### src/rtl/bitstream_generator.sv
// Unipolar stochastic number generator: latches a value, then streams LENGTH bits framed by capture.
// Latency: LEAD one cycle after an accepted start, done pulses LENGTH+2 cycles later; all outputs registered.
// Backpressure: none; start is honoured only in IDLE and ignored (never queued) while busy. Option macro: BITSTREAM_RESEED_EN.
module bitstream_generator #(
  parameter int WIDTH  = 8,
  parameter int LENGTH = 2**WIDTH-1,
  parameter int SEED   = 1
) (
  input  logic             clk,
  input  logic             n_rst,
  input  logic [WIDTH-1:0] value,
  input  logic             start,
  output logic             bit_out,
  output logic             capture,
  output logic             busy,
  output logic             done
);

  // An all-zero seed would lock the LFSR, so it is promoted to 1.
  localparam logic [WIDTH-1:0] SEED_W   = WIDTH'(SEED);
  localparam logic [WIDTH-1:0] SEED_EFF = (SEED_W == '0) ? WIDTH'(1) : SEED_W;
  localparam logic [15:0]      LEN16    = 16'(LENGTH);

  typedef enum logic [2:0] {
    S_IDLE,
    S_LEAD,
    S_STREAM,
    S_GAP1,
    S_GAP2
  } state_t;

  state_t           state_q, state_d;
  logic [WIDTH-1:0] lfsr_q, lfsr_d;
  logic [WIDTH-1:0] value_q, value_d;
  logic [15:0]      cnt_q, cnt_d;
  logic             bit_out_q, bit_out_d;
  logic             capture_q, capture_d;
  logic             busy_q, busy_d;
  logic             done_q, done_d;
  logic             fb;
  logic [WIDTH-1:0] lfsr_step;

  // Maximal-length feedback taps for the two supported widths.
  generate
    if (WIDTH == 16) begin : g_taps16
      assign fb = lfsr_q[15] ^ lfsr_q[13] ^ lfsr_q[12] ^ lfsr_q[10];
    end else if (WIDTH == 8) begin : g_taps8
      assign fb = lfsr_q[7] ^ lfsr_q[5] ^ lfsr_q[4] ^ lfsr_q[3];
    end else begin : g_bad_width
      $error("bitstream_generator: WIDTH must be 8 or 16");
      assign fb = 1'b0;
    end
  endgenerate

  // Fibonacci LFSR shifts left with feedback entering bit 0.
  assign lfsr_step = {lfsr_q[WIDTH-2:0], fb};

  // Next-state logic; outputs are derived from the next state so they can be registered.
  always_comb begin
    state_d   = state_q;
    lfsr_d    = lfsr_q;
    value_d   = value_q;
    cnt_d     = cnt_q;
    bit_out_d = 1'b0;
    case (state_q)
      S_IDLE: begin
        if (start) begin
          value_d = value;
          cnt_d   = 16'd0;
          state_d = S_LEAD;
`ifdef BITSTREAM_RESEED_EN
          lfsr_d  = SEED_EFF;
`endif
        end
      end
      S_LEAD: begin
        // First stream bit is produced on the edge leaving LEAD.
        state_d   = S_STREAM;
        cnt_d     = 16'd1;
        bit_out_d = (lfsr_q <= value_q);
        lfsr_d    = lfsr_step;
      end
      S_STREAM: begin
        if (cnt_q == LEN16) begin
          state_d = S_GAP1;
        end else begin
          cnt_d     = cnt_q + 16'd1;
          bit_out_d = (lfsr_q <= value_q);
          lfsr_d    = lfsr_step;
        end
      end
      S_GAP1: state_d = S_GAP2;
      S_GAP2: state_d = S_IDLE;
      default: state_d = S_IDLE;
    endcase
    capture_d = (state_d == S_LEAD) || (state_d == S_STREAM);
    busy_d    = (state_d != S_IDLE);
    done_d    = (state_d == S_GAP2);
  end

  // State, datapath and output registers; reset clears outputs immediately.
  always_ff @(posedge clk or negedge n_rst) begin
    if (!n_rst) begin
      state_q   <= S_IDLE;
      lfsr_q    <= SEED_EFF;
      value_q   <= '0;
      cnt_q     <= 16'd0;
      bit_out_q <= 1'b0;
      capture_q <= 1'b0;
      busy_q    <= 1'b0;
      done_q    <= 1'b0;
    end else begin
      state_q   <= state_d;
      lfsr_q    <= lfsr_d;
      value_q   <= value_d;
      cnt_q     <= cnt_d;
      bit_out_q <= bit_out_d;
      capture_q <= capture_d;
      busy_q    <= busy_d;
      done_q    <= done_d;
    end
  end

  assign bit_out = bit_out_q;
  assign capture = capture_q;
  assign busy    = busy_q;
  assign done    = done_q;

endmodule

### config.mk
export PLATFORM = sky130hd
export DESIGN_NAME = bitstream_generator
export DESIGN_NICKNAME = d
export VERILOG_FILES = /design/src/rtl/bitstream_generator.sv
export SDC_FILE = /design/constraint.sdc
export NUM_CORES = 1
export LEC_CHECK = 0
export CAP_MARGIN = 20
export CORE_UTILIZATION = 25
export CTS_CLUSTER_SIZE = 25
export DETAILED_ROUTE_END_ITERATION = 16
export PLACE_DENSITY = 0.48
export RECOVER_POWER = 100
export SLEW_MARGIN = 25
export SYNTH_ARGS = -nofsm -noshare
export SYNTH_HDL_FRONTEND = slang
export SYNTH_SLANG_ARGS = --single-unit
### constraint.sdc
create_clock -name clk -period 2.6 [get_ports clk]
set_clock_uncertainty 0.2 [all_clocks]
set_input_delay 0.39 -clock clk [delete_from_list [all_inputs] [get_ports clk]]
set_output_delay 0.39 -clock clk [all_outputs]
set_load 0.01 [all_outputs]
After elaboration in Yosys (flattened, before gate mapping) --
Index checks and enable logic that the tools add are counted.
Storage, ports and cells: input bits 11, output and inout bits 4, logic and storage cells 40, register bits after elaboration 39
Cells by class: reduce and logical (&&, ||, !) cells 8, mux-type cells 10, $add $sub $neg 1, bitwise gates (word level) 3, equality and inequality tests 9, $lt $le $gt $ge 1
Operator list (count):
- one-hot mux 16 bit (3 select lines) | 1
- two-way mux 16 bit | 2
- adder 16 x 1 -> 16 bit, second input constant | 1
- == test 16 x 8 -> 1 bit, second input constant | 1
- one-hot mux 8 bit (2 select lines) | 1
- one-hot mux 3 bit (4 select lines) | 1
- == test 3 x 2 -> 1 bit, second input constant | 3
- less-or-equal comparator 8 bit | 1
- two-way mux 8 bit | 1
- == test 3 x 1 -> 1 bit, second input constant | 2
- two-way mux 3 bit | 2
- nonzero test 3 bit | 2
- inequality test 2 bit, second input constant | 2
- AND reduction 2 bit | 2
- == test 3 bit, second input constant | 1
- zero test 3 bit | 1
- AND reduction 3 bit | 1
- bitwise XOR 1 bit | 3
- one-hot mux 1 bit (2 select lines) | 1
- nonzero test 2 bit | 1
- logical OR 1 bit | 1
- two-way mux 1 bit | 1

Logic depth before layout (Yosys ltp) --
Gate-level depths: netlist (run 1).
depth after elaboration 5, gate-level depth with buffers 7, gate-level depth less buffers 7

Least setup slack after synthesis (run 1) --
OpenSTA, ideal clock, no wires.
kind reg2reg, start register cnt_q[12], end register lfsr_q[3], path slack 0.275 ns, data required time 2.275 ns, buffers on the path 1, arrival 2.000 ns, cell stages (with the launch flop) 6, clock period less this slack 2.325 ns, setup time 0.125 ns, cells stage by stage dfrtp_1 > or4_4 > nor4_4 > a2bb2oi_2 > buf_6 > mux2_4
Between the ends: longest elaborated chain between the ends 3
Ends and longest elaborated chain:
- start, declared | RTL line 35 | logic [15:0] cnt_q, cnt_d;
- start signal, assigned | RTL line 116 | cnt_q <= cnt_d;
- == test 16 x 8 -> 1 bit | RTL line 84 | if (cnt_q == LEN16) begin
- inequality test 2 bit (no line)
- AND reduction 2 bit (no line)
- end signal, assigned | RTL line 114 | lfsr_q <= lfsr_d;
- end, declared | RTL line 33 | logic [WIDTH-1:0] lfsr_q, lfsr_d;
Every way passes these cells. A chain may end at the register's enable or synchronous reset.

Final worst setup path (run 1) --
start register cnt_q[9], end register lfsr_q[6]
Same word-level chain as after synthesis.

==> summary.txt, run 1 <==
Run status
  – Status: finished clean

STA
  – Final hold violations: 0
  – Endpoints failing setup: 0
  – WHS: 0.01369 ns
  – Fmax: 0.4150 GHz
  – Rel. slew slack: 41.36%
  – Slew Limit Fails: 0
  – Least-Margin Pin Slew: 0.8796 ns
  – Final worst path period share: 92.69%
  – RSZ-0062 raised after global routing: false
  – Tmin final: around 2.4 ns
  – Setup ws final: 0.1902 ns
  – Setup TNS: 0 ns

Worst hold path
  – Worst min-delay path class: in -> async

Setup path
  – Crit end category: flip-flop
  – R2R Setup Slk: 0.19 ns
  – R2R cell count: 5
  – Worst-path fanout max: 11
  – CP Launch Type: flip-flop
  – Critical Path AT: between 2 and 2.5 ns
  – Launch point of the worst reg-to-reg path: cnt_q[9]
  – Setup Crit Path Kind: reg -> reg
  – Crit path launch: cnt_q[9]
  – Crit path required time: 2.57 ns

Floorplan
  – Die W: 91.57 um
  – Starting Density: 25.96%
  – # IOs: 15
  – Rows: 32
  – Core Region: 7727 um^2
  – Die H: 91.57 um
  – Die Area: roughly 8400 um^2

Placed design
  – HPWL after DPL: 2.749 mm
  – Port bufs: 14
  – GPL Wtd Cong: 0.7238
  – Post-place setup slack: 0.1915 ns

Synth
  – Adder-Cell Fraction of Synth Area: 5.614%
  – Synth Instances: a little under 200
  – Sequential area share after synthesis: between 40% and 50%
  – Synth Area in Compound Gates: 11.04%
  – Synth Area in Simple Gates: 19.28%
  – Largest family of logic cells by synthesized area: simple AND/OR/NAND/NOR gates
  – #FFs+latches synth: 39
  – Syn Nets: 216
  – Mean area per synthesized cell: 10.23 um^2
  – Count of cell types in the netlist: 36
  – Synthesis Warnings: 0
  – Cell Area, Synth: approximately 2000 um^2
  – Synth Area in XOR/XNOR: a little over 6%
  – Post-synthesis mux area share: under 10%

Detailed routing
  – First-pass DRT Iterations: 4
  – Routed Antenna Nets: 0
  – Drt drc: 0
  – Via count: 1441
  – Final WL: around 3.9 mm
  – Vias per cell: 4.503
  – Initial DRC Count: 76
  – Routed WL per cell: 12.28 um

CTS
  – Cts repair resizes: 0
  – Root Buffer: clkbuf_8
  – Hold_buf cts: 0
  – Maximum clock path buffer count: 2
  – CTS tree: built
  – Skew-Pair Late Insertion Delay: 0.29 ns
  – CTS H-tree lvls: 2
  – Num Clock Sinks: 39
  – Worst-path clk slew: 0.07 ns
  – Total CTS buffers: 5
  – Setup Buffers After CTS: 0

Layout
  – Share of layout cells above drive strength 1: 10.09%
  – Diodes inserted: 0
  – Fillers: 778
  – Nets@finish: 237
  – Synthesis-to-finish area growth: 17.03%

Global routing
  – First-pass GRT wire length: 6.934 mm
  – Largest net degree at the start of global routing: 40
  – Vias in the first global route: ~1500
  – Overall Global Routing Usage: 10.42%
  – Overflow after GRT: 0
  – Initial antenna violation count: 0

Power and ir drop
  – Switch Pwr: between 800 and 900 uW
  – VDD IR max: roughly 250 uV
  – P_int: between 1000 and 1500 uW
  – Fraction of power consumed by sequential logic: 41.7%
  – Comb power frac: between 40% and 50%
  – Pwr/cell area: between 900 and 1000 nW/um^2
  – Sw Share: 37.39%
  – Clock power frac: approximately 18%
  – Lkg Pwr: 0.0009593 uW

Run
  – MaxCap Viol Count: 0
## layout make-up
type / instances / area [um^2] / area share (%)
Inverter: 12 / 45.04 / 1.919
Tap cell: 102 / 127.6 / 5.437
Timing Repair Buffer: 20 / 172.7 / 7.356
Sequential cell: 39 / 977.2 / 41.63
Multi-Input combinational cell: 139 / 933.4 / 39.77
Clock buffer: 7 / 86.33 / 3.678
Clock inverter: 1 / 5.005 / 0.2132
## power groups by stage
stage	clock, uW	sequential, uW	combinational [uW]
floorplan	0	920	797
global placement	0	983	997
detailed placement	0	981	1010
CTS	445	969	1030
global route	468	993	1070
finish	419	963	926
## flip-flops by register name, indices dropped and copies added, names as in the netlist
signal,count
bit_out,1
done,1
lfsr_q,8
state_q,3
capture,1
busy,1
cnt_q,16
value_q,8
## placed cells by master (no fill, tap or decap), types with 2 or more instances in the layout
| cell | n |
|---|---|
| clkbuf_8 | 6 |
| nor2b_1 | 4 |
| nor4_1 | 4 |
| or4_4 | 2 |
| buf_4 | 4 |
| dfrtp_1 | 38 |
| mux2_1 | 5 |
| nand2_1 | 14 |
| inv_1 | 12 |
| nand3_1 | 9 |
| a2111oi_0 | 2 |
| a21oi_1 | 10 |
| a211oi_1 | 2 |
| and2_0 | 2 |
| clkdlybuf4s50_1 | 9 |
| dlygate4sd3_1 | 4 |
| nor2_1 | 20 |
| nand4_1 | 7 |
| mux2_2 | 3 |
| o21ai_0 | 15 |
| or3_1 | 4 |
| and4_1 | 2 |
| clkbuf_1 | 3 |
| ha_1 | 9 |
| xnor2_1 | 13 |
## Yosys cell counts (all sizes together)
cell type   n  share of area, %
xor2        1              0.44
clkbuf      4              0.75
nand3       9               2.2
a2111oi     2              0.87
nor2b       4               1.2
dfrtp      38                47
a21oi      10               2.5
nand2      14               2.6
nor4        5               2.3
ha          9               5.6
nor2       20               3.7
or4         2               1.1
inv        12               2.2
o21bai      1              0.37
o211ai      1              0.37
and2        3               1.0
o22a        1              0.44
a211oi      2              0.75
dfstp       1               1.3
nor4b       1              0.44
nand4       7               2.2
nor3        1              0.25
o21ai      15               3.7
or3         4               1.2
and4        2              0.87
xnor2      13               5.7
mux2        8               5.4
buf         2              0.81
o21a        1              0.37
a31o        1              0.44
a41oi       1              0.44
a2bb2oi     1              0.75
## kinds of logic after synthesis
| logic type | count (synthesis) |
|---|---|
| and+or+nand+nor | 72 |
| DFF | 39 |
| xor gates and xnor gates | 14 |
| AOI/OAI and AO/OA | 36 |
| adders and majority gates | 9 |
| muxes | 8 |
| buffers and inverters | 18 |
## per-layer routing
metal,track usage (%),wire [um],part of all wire [%],vias up
met5,0,0,0,-
met4,3.571,59,1.5,0
met3,2.848,106,2.7,6
met2,16.29,1691,43,20
met1,13.79,2073,53,684
li1,-,-,-,731
## stage by stage
step	total power, uW	utilization, %	cells	cell area, um^2
after floorplan	1717	-	196	2006
after global placement	1980	29.61	312	2288
after detailed placement	1991	29.61	312	2288
after CTS	2440	30.80	320	2380
after global routing	2527	30.38	320	2347
final	2308	30.38	320	2347
## worst max-delay path, cell delays in order, from the launching register on
cell,delay [ns]
dfrtp_1,0.45
or4_4,0.56
nor4_4,0.38
a2bb2oi_2,0.16
buf_4,0.19
mux2_1,0.34
## worst paths after layout
| check | end |
|---|---|
| worst max-delay path | lfsr_q[6] |
| max in group asynchronous | lfsr_q[5] |
| worst min-delay path | value_q[1] |
| min in group clk | lfsr_q[0] |
| worst min register to register | lfsr_q[0] |
| worst max register to register | lfsr_q[6] |
No activity file was read; power rests on OpenSTA's default activity.
==> run 2, diff against run 1 <==
--- a/config.mk
+++ b/config.mk
@@ -6,12 +6,12 @@
 export NUM_CORES = 1
 export LEC_CHECK = 0
 export CAP_MARGIN = 20
+export CORE_MARGIN = 2
 export CORE_UTILIZATION = 25
 export CTS_CLUSTER_SIZE = 25
 export DETAILED_ROUTE_END_ITERATION = 16
-export PLACE_DENSITY = 0.48
+export PLACE_DENSITY_LB_ADDON = 0.1
 export RECOVER_POWER = 100
-export SLEW_MARGIN = 25
 export SYNTH_ARGS = -nofsm -noshare
 export SYNTH_HDL_FRONTEND = slang
 export SYNTH_SLANG_ARGS = --single-unit
==> run 2 against run 1 <==
Compared with the run above:
- sequential power shrank 2%
- clock power fell by 4%
- critical path type unchanged
- non-clock buffer count is 6 higher
- global-route usage increased by 0.76 points
- cell count increased by 1.9%
==> summary.txt, run 2 (synthesized netlist as in run 1, its figures left out) <==
Setup path
  – Slowest cell on crit path: or4_4
  – CP Launch Type: flip-flop
  – Crit end category: flip-flop
  – Crit-path max cell delay: 0.57 ns (about the same)
  – R2R cell count: 5 (unchanged)
  – Setup Crit Path Kind: reg -> reg
  – Crit-path leading delay family: simple AND/OR/NAND/NOR gates
  – Critical Path AT: 2.34 ns (-0.04 ns)
  – R2R Setup Slk: 0.24 ns (+0.05 ns)
  – Crit path required time: 2.58 ns (about the same)
  – Cell Chain, Critical Path: or4_4 > nor4_4 > a2bb2oi_1 > buf_4 > mux2_1
  – Launch point of the worst reg-to-reg path: cnt_q[12]
  – Worst Path Buf+Inv: 1 (unchanged)
  – Worst-path fanout max: 8 (-3)
  – Critical R2R Capture: lfsr_q[7]

Power and ir drop
  – Comb power frac: 41.6% (+1.5 points)
  – Sw Share: 38.32% (+0.94 points)
  – Lkg Pwr: 0.0009797 uW (+2.1%)
  – Clock power frac: 17.4% (-0.8 points)
  – Pwr/cell area: 973.6 nW/um^2 (-1.0%)
  – VDD IR max: 213.5 uV (-13%)
  – Switch Pwr: 885.7 uW (+2.6%)
  – Fraction of power consumed by sequential logic: 41.0% (-0.7 points)
  – P_int: 1425 uW (-1.4%)

STA
  – RSZ-0062 raised after global routing: false
  – Least-Margin Pin Slew: 1.003 ns (+0.1234 ns)
  – Setup ws final: 0.2407 ns (+0.05052 ns)
  – Final worst path period share: 90.74% (-1.9 points)
  – Fmax: 0.4239 GHz (+2.1%)
  – Setup TNS: 0 ns (unchanged)
  – Final hold violations: 0 (unchanged)
  – Rel. slew slack: 33.13% (-8.2 points)
  – Tmin final: 2.359 ns (-0.05052 ns)
  – WHS: 0.3106 ns (+0.2970 ns)
  – Endpoints failing setup: 0 (unchanged)
  – Slew Limit Fails: 0 (unchanged)

Placed design
  – Port bufs: 14 (unchanged)
  – GPL Wtd Cong: 0.7335 (+1.3%)
  – Post-place setup slack: 0.1394 ns (-0.05205 ns)
  – HPWL after DPL: 3.132 mm (+14%)

Global routing
  – Largest net degree at the start of global routing: 23 (-43%)
  – Overall Global Routing Usage: 11.18% (+0.76 points)
  – Vias in the first global route: 1457 (+0.28%)
  – Initial antenna violation count: 0 (unchanged)
  – Overflow after GRT: 0 (unchanged)
  – First-pass GRT wire length: 7.452 mm (+7.5%)

Layout
  – Most common cell after layout, fill and taps aside: dfrtp_1
  – Fillers: 850 (+9.3%)
  – Nets@finish: 243 (+2.5%)
  – Share of layout cells above drive strength 1: 11.16% (+1.1 points)
  – Most frequent cells in the layout: 38 x dfrtp_1, 20 x nor2_1, 15 x o21ai_0
  – Synthesis-to-finish area growth: 18.34%
  – Largest Register: cnt_q
  – Max FFs per register: 16 (unchanged)
  – Diodes inserted: 0 (unchanged)
  – Biggest regs: cnt_q (16), lfsr_q (8), value_q (8)

Floorplan
  – Die W: 93.57 um (+2.2%)
  – Die Area: 8755 um^2 (+4.4%)
  – # IOs: 15 (unchanged)
  – Die H: 93.57 um (+2.2%)
  – Starting Density: 25.82% (-0.13 points)
  – Rows: 32 (unchanged)
  – Core Region: 7767 um^2 (+0.52%)

Detailed routing
  – Vias per cell: 4.497 (-0.14%)
  – Routed WL per cell: 12.96 um (+5.6%)
  – First-pass DRT Iterations: 4 (unchanged)
  – Final WL: 4.226 mm (+7.5%)
  – Initial DRC Count: 45 (-41%)
  – Drt drc: 0 (unchanged)
  – Via count: 1466 (+1.7%)
  – Routed Antenna Nets: 0 (unchanged)

Worst hold path
  – Hold Path Sink: lfsr_q[0]
  – Hold Crit Start: lfsr_q[0]
  – Worst min-delay path class: reg -> reg
  – Worst hold stages: 2

CTS
  – CTS tree: built
  – Total CTS buffers: 5 (unchanged)
  – Root Buffer: clkbuf_8
  – Worst-path clk slew: 0.08 ns (about the same)
  – CTS H-tree lvls: 2 (unchanged)
  – Skew-Pair Late Insertion Delay: 0.29 ns (about the same)
  – Maximum clock path buffer count: 2 (unchanged)
  – Num Clock Sinks: 39 (unchanged)
  – Cts repair resizes: 0 (unchanged)

Run
  – MaxCap Viol Count: 0 (unchanged)

Run status
  – Status: finished clean
-- run 2: worst max-delay path by stage --
| stage | slack (ns) | startpoint | to | cells after the start |
|---|---|---|---|---|
| final | 0.24 | cnt_q[12] | lfsr_q[7] | 5 |
| after global routing | 0.07 | state_q[1] | value_q[0] | 4 |
| after CTS | 0.23 | cnt_q[12] | lfsr_q[2] | 5 |
| after detailed placement | 0.14 | start | cnt_q[7] | 7 |
| after global placement | 0.10 | start | cnt_q[7] | 7 |
| after floorplan | 0.28 | cnt_q[12] | lfsr_q[3] | 5 |
-- run 2: power groups by stage --
stage                     clock network, uW  registers (uW)  logic (uW)
after CTS                               423             960        1080
after global placement                    0             976        1080
after global routing                    460             978        1110
after floorplan                           0             920         797
after detailed placement                  0             972        1070
final                                   403             948         961
-- run 2: tightest hold or removal path: stages (launching register included) --
cell     delay, ns
dfstp_2       0.36
inv_1         0.08
a21oi_1       0.07
-- run 2: final cells by class --
cell class / count / area (um^2) / share of cell area (%)
clock buffer: 5 / 68.82 / 2.899
clock inverter: 3 / 15.01 / 0.6326
inverter: 12 / 45.04 / 1.898
multi-input combinational: 139 / 927.1 / 39.06
sequential: 39 / 977.2 / 41.17
tap: 102 / 127.6 / 5.377
timing repair buffer: 26 / 212.7 / 8.962
-- run 2: routing by layer --
layer	global-route usage [%]	vias to the layer above	wire, um
met1	16.13	697	2258
met2	15.47	19	1760
li1	-	745	-
met4	4.469	0	81
met5	0	-	0
met3	3.384	5	125
-- run 2: stage by stage --
| stage | cells | utilization (%) | instance area [um^2] | total power [uW] |
|---|---|---|---|---|
| after CTS | 326 | 31.15 | 2420 | 2468 |
| after floorplan | 196 | - | 2006 | 1717 |
| after detailed placement | 317 | 29.95 | 2326 | 2043 |
| after global placement | 317 | 29.95 | 2326 | 2056 |
| final | 326 | 30.56 | 2374 | 2311 |
| after global routing | 326 | 30.56 | 2374 | 2550 |
-- run 2: timing repair --
item	4_1_cts	5_1_grt
buffers inserted	0	0
hold buffers	1	0
hold endpoints to repair	17	0
==> run 3, diff against run 2 <==
--- a/config.mk
+++ b/config.mk
@@ -8,10 +8,10 @@
 export CAP_MARGIN = 20
 export CORE_MARGIN = 2
 export CORE_UTILIZATION = 25
-export CTS_CLUSTER_SIZE = 25
 export DETAILED_ROUTE_END_ITERATION = 16
 export PLACE_DENSITY_LB_ADDON = 0.1
 export RECOVER_POWER = 100
+export SLEW_MARGIN = 20
 export SYNTH_ARGS = -nofsm -noshare
 export SYNTH_HDL_FRONTEND = slang
 export SYNTH_SLANG_ARGS = --single-unit
==> results of run 3 <==
The final DEF is identical to that of run 2; final timing and power are the same.
